**src/rtl/key_step_pulse_pkg.sv**
```systemverilog
// Shared constants and FSM state encoding for the key/step lab stages.
// Latency: n/a (declarations only).
// Backpressure: n/a.
package key_step_pulse_pkg;

  // Debounce/auto-repeat FSM states, 3-bit encoding.
  typedef enum logic [2:0] {
    RELEASED = 3'd0,
    PRESS_DB = 3'd1,
    HELD     = 3'd2,
    REPEAT   = 3'd3,
    REL_DB   = 3'd4
  } state_e;

  // Board clock and default timing, shared by every stage of the lab.
  localparam int unsigned CLK_HZ              = 50_000_000;
  localparam int unsigned DEF_DEBOUNCE_CYCLES = 1_000_000;   // 20 ms
  localparam int unsigned DEF_HOLD_CYCLES     = 25_000_000;  // 500 ms
  localparam int unsigned DEF_REPEAT_CYCLES   = 10_000_000;  // 200 ms
  localparam int          DEF_CNT_W           = 25;

endpackage

```
**src/rtl/key_step_pulse_if.sv**
```systemverilog
// Groups the raw key input with the debounced step/level outputs.
// Latency: n/a (wiring only).
// Backpressure: none; step is a fire-and-forget enable pulse.
interface key_step_pulse_if;
  logic key_n;
  logic step;
  logic pressed;
  logic repeat_active;

  // Upstream side: drives the raw key, observes the pulses.
  modport master (output key_n, input step, pressed, repeat_active);
  // Debouncer side.
  modport slave  (input key_n, output step, pressed, repeat_active);
endinterface

```
**src/rtl/key_step_pulse_sync_2ff.sv**
```systemverilog
// Two-flop synchronizer for a single asynchronous level.
// Latency: 2 clock edges from input change to q.
// Backpressure: none.
module sync_2ff #(
  parameter logic RESET_VAL = 1'b1
) (
  input  logic clock,
  input  logic reset,
  input  logic d,
  output logic q
);
  logic sync1_d, sync1_q;
  logic sync2_d, sync2_q;

  // Next values: shift the raw level through the two stages.
  always_comb begin
    sync1_d = d;
    sync2_d = sync1_q;
  end

  // Synchronizer stages; reset to the idle (released) level.
  always_ff @(posedge clock or negedge reset) begin
    if (!reset) begin
      sync1_q <= RESET_VAL;
      sync2_q <= RESET_VAL;
    end else begin
      sync1_q <= sync1_d;
      sync2_q <= sync2_d;
    end
  end

  assign q = sync2_q;
endmodule

```
**src/rtl/key_step_pulse.sv**
```systemverilog
// Debounces an active-low key and emits one-cycle step pulses with auto-repeat.
// Latency: first step DEBOUNCE_CYCLES+2 edges after key_n is first sampled low.
// Backpressure: none; step is a registered single-cycle enable.
module key_step_pulse
  import key_step_pulse_pkg::*;
#(
  parameter int unsigned DEBOUNCE_CYCLES = DEF_DEBOUNCE_CYCLES,
  parameter int unsigned HOLD_CYCLES     = DEF_HOLD_CYCLES,
  parameter int unsigned REPEAT_CYCLES   = DEF_REPEAT_CYCLES,
  parameter int          CNT_W           = DEF_CNT_W
) (
  input  logic             clock,
  input  logic             reset,
  key_step_pulse_if.slave  kif
);

  // Terminal counts; every timer compare is an equality against one of these.
  localparam logic [CNT_W-1:0] DB_LAST   = CNT_W'(DEBOUNCE_CYCLES - 1);
  localparam logic [CNT_W-1:0] HOLD_LAST = CNT_W'(HOLD_CYCLES - 1);
  localparam logic [CNT_W-1:0] REP_LAST  = CNT_W'(REPEAT_CYCLES - 1);
  localparam logic [CNT_W-1:0] CNT_ONE   = CNT_W'(1);
  localparam bit               HOLD_EN   = (HOLD_CYCLES != 0);

  logic key_sync;
  logic sp;

  state_e           state_d, state_q;
  logic [CNT_W-1:0] cnt_d, cnt_q;
  logic             step_d, step_q;
  logic             pressed_d, pressed_q;
  logic             repeat_active_d, repeat_active_q;

  sync_2ff #(.RESET_VAL(1'b1)) u_sync (
    .clock (clock),
    .reset (reset),
    .d     (kif.key_n),
    .q     (key_sync)
  );

  // Synchronized key, active-high.
  assign sp = ~key_sync;

  // FSM next state and timer; the timer is cleared on every state change.
  always_comb begin
    state_d = state_q;
    cnt_d   = cnt_q;
    step_d  = 1'b0;
    unique case (state_q)
      RELEASED: begin
        cnt_d = '0;
        if (sp) begin
          state_d = PRESS_DB;
        end
      end
      PRESS_DB: begin
        if (!sp) begin
          state_d = RELEASED;       // glitch shorter than the debounce window
          cnt_d   = '0;
        end else if (cnt_q == DB_LAST) begin
          state_d = HELD;
          cnt_d   = '0;
          step_d  = 1'b1;
        end else begin
          cnt_d = cnt_q + CNT_ONE;
        end
      end
      HELD: begin
        if (!sp) begin
          state_d = REL_DB;
          cnt_d   = '0;
        end else if (HOLD_EN && (cnt_q == HOLD_LAST)) begin
          state_d = REPEAT;
          cnt_d   = '0;
          step_d  = 1'b1;
        end else if (HOLD_EN) begin
          cnt_d = cnt_q + CNT_ONE;  // frozen when repeat is disabled so it never wraps
        end
      end
      REPEAT: begin
        if (!sp) begin
          state_d = REL_DB;
          cnt_d   = '0;
        end else if (cnt_q == REP_LAST) begin
          cnt_d  = '0;
          step_d = 1'b1;
        end else begin
          cnt_d = cnt_q + CNT_ONE;
        end
      end
      REL_DB: begin
        if (sp) begin
          state_d = HELD;           // release bounce: hold timer restarts, no step
          cnt_d   = '0;
        end else if (cnt_q == DB_LAST) begin
          state_d = RELEASED;
          cnt_d   = '0;
        end else begin
          cnt_d = cnt_q + CNT_ONE;
        end
      end
      default: begin
        state_d = RELEASED;
        cnt_d   = '0;
      end
    endcase
  end

  // Level outputs follow the next state so they change together with the step.
  always_comb begin
    pressed_d       = (state_d == HELD) || (state_d == REPEAT) || (state_d == REL_DB);
    repeat_active_d = (state_d == REPEAT);
  end

  // State, timer and registered outputs.
  always_ff @(posedge clock or negedge reset) begin
    if (!reset) begin
      state_q         <= RELEASED;
      cnt_q           <= '0;
      step_q          <= 1'b0;
      pressed_q       <= 1'b0;
      repeat_active_q <= 1'b0;
    end else begin
      state_q         <= state_d;
      cnt_q           <= cnt_d;
      step_q          <= step_d;
      pressed_q       <= pressed_d;
      repeat_active_q <= repeat_active_d;
    end
  end

  assign kif.step          = step_q;
  assign kif.pressed       = pressed_q;
  assign kif.repeat_active = repeat_active_q;

endmodule

```
**src/flat_wrapper.sv**
```systemverilog
// flat-port wrapper written by rule: the top's interface ports become plain ports
module key_step_pulse_flat import key_step_pulse_pkg::*;
#(
  parameter int unsigned DEBOUNCE_CYCLES = DEF_DEBOUNCE_CYCLES,
  parameter int unsigned HOLD_CYCLES     = DEF_HOLD_CYCLES,
  parameter int unsigned REPEAT_CYCLES   = DEF_REPEAT_CYCLES,
  parameter int          CNT_W           = DEF_CNT_W
)
  (clock, reset, kif_key_n, kif_step, kif_pressed, kif_repeat_active);
  key_step_pulse_if kif_i ();
  input  logic clock;
  input  logic reset;
  input wire logic [$bits(kif_i.key_n)-1:0] kif_key_n;
  output wire logic [$bits(kif_i.step)-1:0] kif_step;
  output wire logic [$bits(kif_i.pressed)-1:0] kif_pressed;
  output wire logic [$bits(kif_i.repeat_active)-1:0] kif_repeat_active;
  assign kif_i.key_n = kif_key_n;
  assign kif_step = kif_i.step;
  assign kif_pressed = kif_i.pressed;
  assign kif_repeat_active = kif_i.repeat_active;
  key_step_pulse #(.DEBOUNCE_CYCLES(DEBOUNCE_CYCLES), .HOLD_CYCLES(HOLD_CYCLES), .REPEAT_CYCLES(REPEAT_CYCLES), .CNT_W(CNT_W)) u_core (.clock(clock), .reset(reset), .kif(kif_i));
endmodule
```
**config.mk**
```make
export PLATFORM = sky130hd
export DESIGN_NAME = key_step_pulse_flat
export DESIGN_NICKNAME = d
export VERILOG_FILES = /design/src/rtl/key_step_pulse_pkg.sv /design/src/rtl/key_step_pulse_if.sv /design/src/rtl/key_step_pulse_sync_2ff.sv /design/src/rtl/key_step_pulse.sv /design/src/flat_wrapper.sv
export SDC_FILE = /design/constraint.sdc
export NUM_CORES = 1
export LEC_CHECK = 0
export ABC_AREA = 1
export CORE_UTILIZATION = 25
export DETAILED_ROUTE_END_ITERATION = 8
export PLACE_DENSITY_LB_ADDON = 0.2
export SYNTH_ARGS = -nofsm -noshare
export SYNTH_HDL_FRONTEND = slang
export SYNTH_SLANG_ARGS = --single-unit
```
**constraint.sdc**
```tcl
create_clock -name clock -period 1.6 [get_ports clock]
set_input_delay 0.24 -clock clock [delete_from_list [all_inputs] [get_ports clock]]
set_output_delay 0.24 -clock clock [all_outputs]
set_load 0.005 [all_outputs]
```
==> results.sh <==
export IMPL_criticalPathCategory="reg -> reg"
export IMPL_insertion_delay_ns=0.30
export IMPL_syn_nets=274
export IMPL_grt_overflow_total=0
export IMPL_min_period_ns=1.735
export IMPL_cts_tree="done"
export IMPL_grt_pass1_wl_um=9018
export IMPL_grtUsageTotal=0.1395
export IMPL_path_clk_slew_ns=0.08
export IMPL_r2r_end="u_core.cnt_q[22]"
export IMPL_rsz0062_at_grt="true"
export IMPL_final_net_count=341
export IMPL_synth_top_area_cell="dfrtp_1"
export IMPL_num_rows=32
export IMPL_grt_start_max_net_pins=34
export IMPL_hp_start="kif_key_n"
export IMPL_finalHoldViolCount=0
export IMPL_rrSetupSlack_ns=-0.14
export IMPL_outcome="complete, but fails checks"
export IMPL_port_buffers=5
export IMPL_via_per_inst=4.339
export IMPL_antenna_found_initial=0
export IMPL_worstPathArrival_ns=1.92
export IMPL_dr_pass1_iters=4
export IMPL_die_x_um=91.38
export IMPL_placed_cells=427
export IMPL_power_density_nw_per_um2=599.3
export IMPL_hold_path_class="in -> reg"
export IMPL_required_ns=1.79
export IMPL_io_pins=6
export IMPL_layout_drive_gt1_share=0.3521
export IMPL_grt_pass1_vias=1901
export IMPL_setup_viol=25
export IMPL_remaining_drc_errors=0
export IMPL_whs_endpoint="u_core.u_sync.sync1_q"
export IMPL_fin_crit_sh=1.085
export IMPL_vias=1909
export IMPL_ys_types=21
export IMPL_syn_inst=270
export IMPL_violations="setup timing"
export IMPL_power_w=0.001654
export IMPL_drt_wirelength_per_cell_um=12.13
export IMPL_max_clock_freq_mhz=576.2
export IMPL_holdPathStages=1
export IMPL_netlist_area_um2=1997
export IMPL_avgSynthCellArea_um2=7.396
export IMPL_root_buffer="clkbuf_8"
export IMPL_p_leak_nw=1.270
export IMPL_drt_iter0_drc=87
export IMPL_synthTopCellsByArea="dfrtp_1, nand2_1, nor2_1"
export IMPL_h_tree_depth=2
export IMPL_ys_seq_area_frac=0.4148
export IMPL_numCtsBuffers=5
export IMPL_fin_ws_ns=-0.1354
export IMPL_maxCapViolCount=0
export IMPL_diodes=0
export IMPL_ir_drop_v=0.0002572
export IMPL_final_core_util=0.3570
export IMPL_ant_nets=0
export IMPL_max_slew_worst_pin_slew_ns=0.4478
export IMPL_place_hpwl_um=4085
export IMPL_final_cells=440
export IMPL_synth_top_area_share=0.3885
export IMPL_cp_end_kind="register"
export IMPL_maxSlewHeadroom=0.7015
export IMPL_rr_worst_depth=13
export IMPL_fp_dieH_um=91.38
export IMPL_place_congestion=0.7990
export IMPL_path_max_fanout=10
export IMPL_area_growth_pct=38.16
export IMPL_dieArea_um2=8349
export IMPL_finalClockSkew_ns=0.007499
export IMPL_start_kind="register"
export IMPL_routed_wl_um=5337
export IMPL_cts_sinks=33
export IMPL_ctsLongestPathBuffers=2
export IMPL_core_area_um2=7727
export IMPL_ys_ff_latch=33
export IMPL_final_max_slew_viol_count=0
export IMPL_hold_ws_ns=0.3492
export IMPL_start_util=0.2584
export IMPL_r2r_start="u_core.cnt_q[0]"
export IMPL_ys_warn_count=0
Yosys cell counts, drive strengths merged:
library cell  number
nand2             68
nor2              68
inv               34
dfrtp             31
nand3             15
nand4             12
xor2              11
nor3              10
o21ai              8
xnor2              4
buf                3
a21oi              2
dfstp              2
a31oi              1
ha                 1
worst max-delay path, cell delays in order, from the launching register on:
cell      delay (ns)
dfrtp_1         0.37
ha_2            0.19
nand2_2         0.07
nor2_4          0.20
nand2_4         0.09
nor2_4          0.12
nand2_1         0.05
nand2_1         0.07
nand2_2         0.06
nand2_2         0.07
nand2_2         0.07
clkinv_4        0.08
buf_12          0.14
nor2_1          0.05
area by class of cell:
class | instances | area [µm²]
tap | 102 | 127.6
multi-input combinational | 200 | 1075
sequential | 33 | 829.5
timing repair buffer | 63 | 511.7
inverter | 34 | 132.6
clock inverter | 2 | 10.01
fill | 806 | 4969
clock buffer | 6 | 72.57
cell families after synthesis:
family	share of synthesized area
simple gates	0.3960
buf+inv	0.08898
flops	0.4148
xor+xnor	0.06579
compound gates	0.02819
fa+ha+maj	0.006265
power breakdown:
part	switching [W]	internal, W	leakage, nW	total [W]
clock network	0.000343	0.000302	0.0450	0.000645
logic	0.0000890	0.0000612	0.776	0.000150
registers	0.0000111	0.000848	0.449	0.000859
worst max-delay path by stage:
stage                    start                to  slack, ns  depth (start not counted)
2_1_floorplan  u_core.cnt_q[0]   u_core.cnt_q[4]     -0.002                         13
3_3_place_gp   u_core.cnt_q[0]  u_core.cnt_q[22]      -0.15                         13
3_5_place_dp   u_core.cnt_q[0]  u_core.cnt_q[22]      -0.16                         13
4_1_cts        u_core.cnt_q[0]  u_core.cnt_q[11]      -0.13                         13
5_1_grt        u_core.cnt_q[0]  u_core.cnt_q[13]      -0.26                         13
6_report       u_core.cnt_q[0]  u_core.cnt_q[22]      -0.14                         13
sequential cells by signal, summed over array words and instances, names as in the netlist:
name / flops
u_core.cnt_q: 25
u_core.kif.repeat_active: 1
u_core.kif.pressed: 1
u_core.u_sync.sync1_q: 1
u_core.kif.step: 1
u_core.u_sync.q: 1
u_core.state_q: 3
stage by stage:
stage | cell area, µm² | worst slack, ns | TNS (ns)
floorplan | 2012 | -0.001834 | -0.005606
global placement | 2560 | -0.1533 | -3.164
detailed placement | 2560 | -0.1636 | -3.357
CTS | 2673 | -0.1294 | -2.667
global route | 2759 | -0.2638 | -6.787
finish | 2759 | -0.1354 | -3.005
routing by layer:
metal,track usage,vias to the layer above,share of wire
li1,-,977,-
met1,0.1779,880,0.48
met4,0.06349,0,0.030
met5,0,-,0
met3,0.02931,13,0.030
met2,0.2254,39,0.46
timing repair:
action,in CTS,in global routing
hold buffers,1,0
endpoints found under the setup margin,28,31
hold endpoints to repair,31,0
resized for setup,7,17
cloned,0,0
pin swaps,5,13
setup buffers,0,4
cell usage in the layout, fill, tap and decap left out:
master and instances:
nor2_1 35, inv_1 33, a21oi_1 1, nand2_4 1, nor2_4 6, nand2_1 54
xor2_1 11, nand3_1 14, nand4_1 12, dfrtp_2 1, dfstp_2 2, a21oi_2 1
clkbuf_1 1, dlygate4sd3_1 1, o21ai_1 1, nor2_2 27, clkbuf_8 5, xnor2_1 4
buf_4 54, nand2_2 13, dfrtp_1 30, o21ai_0 7, clkinv_2 2, a31oi_1 1
buf_12 2, nor3_1 10, ha_2 1, buf_2 1, clkdlybuf4s50_1 4, nand3_2 1
clkinv_4 1, buf_6 1
No activity file was read; power rests on OpenSTA's default activity.
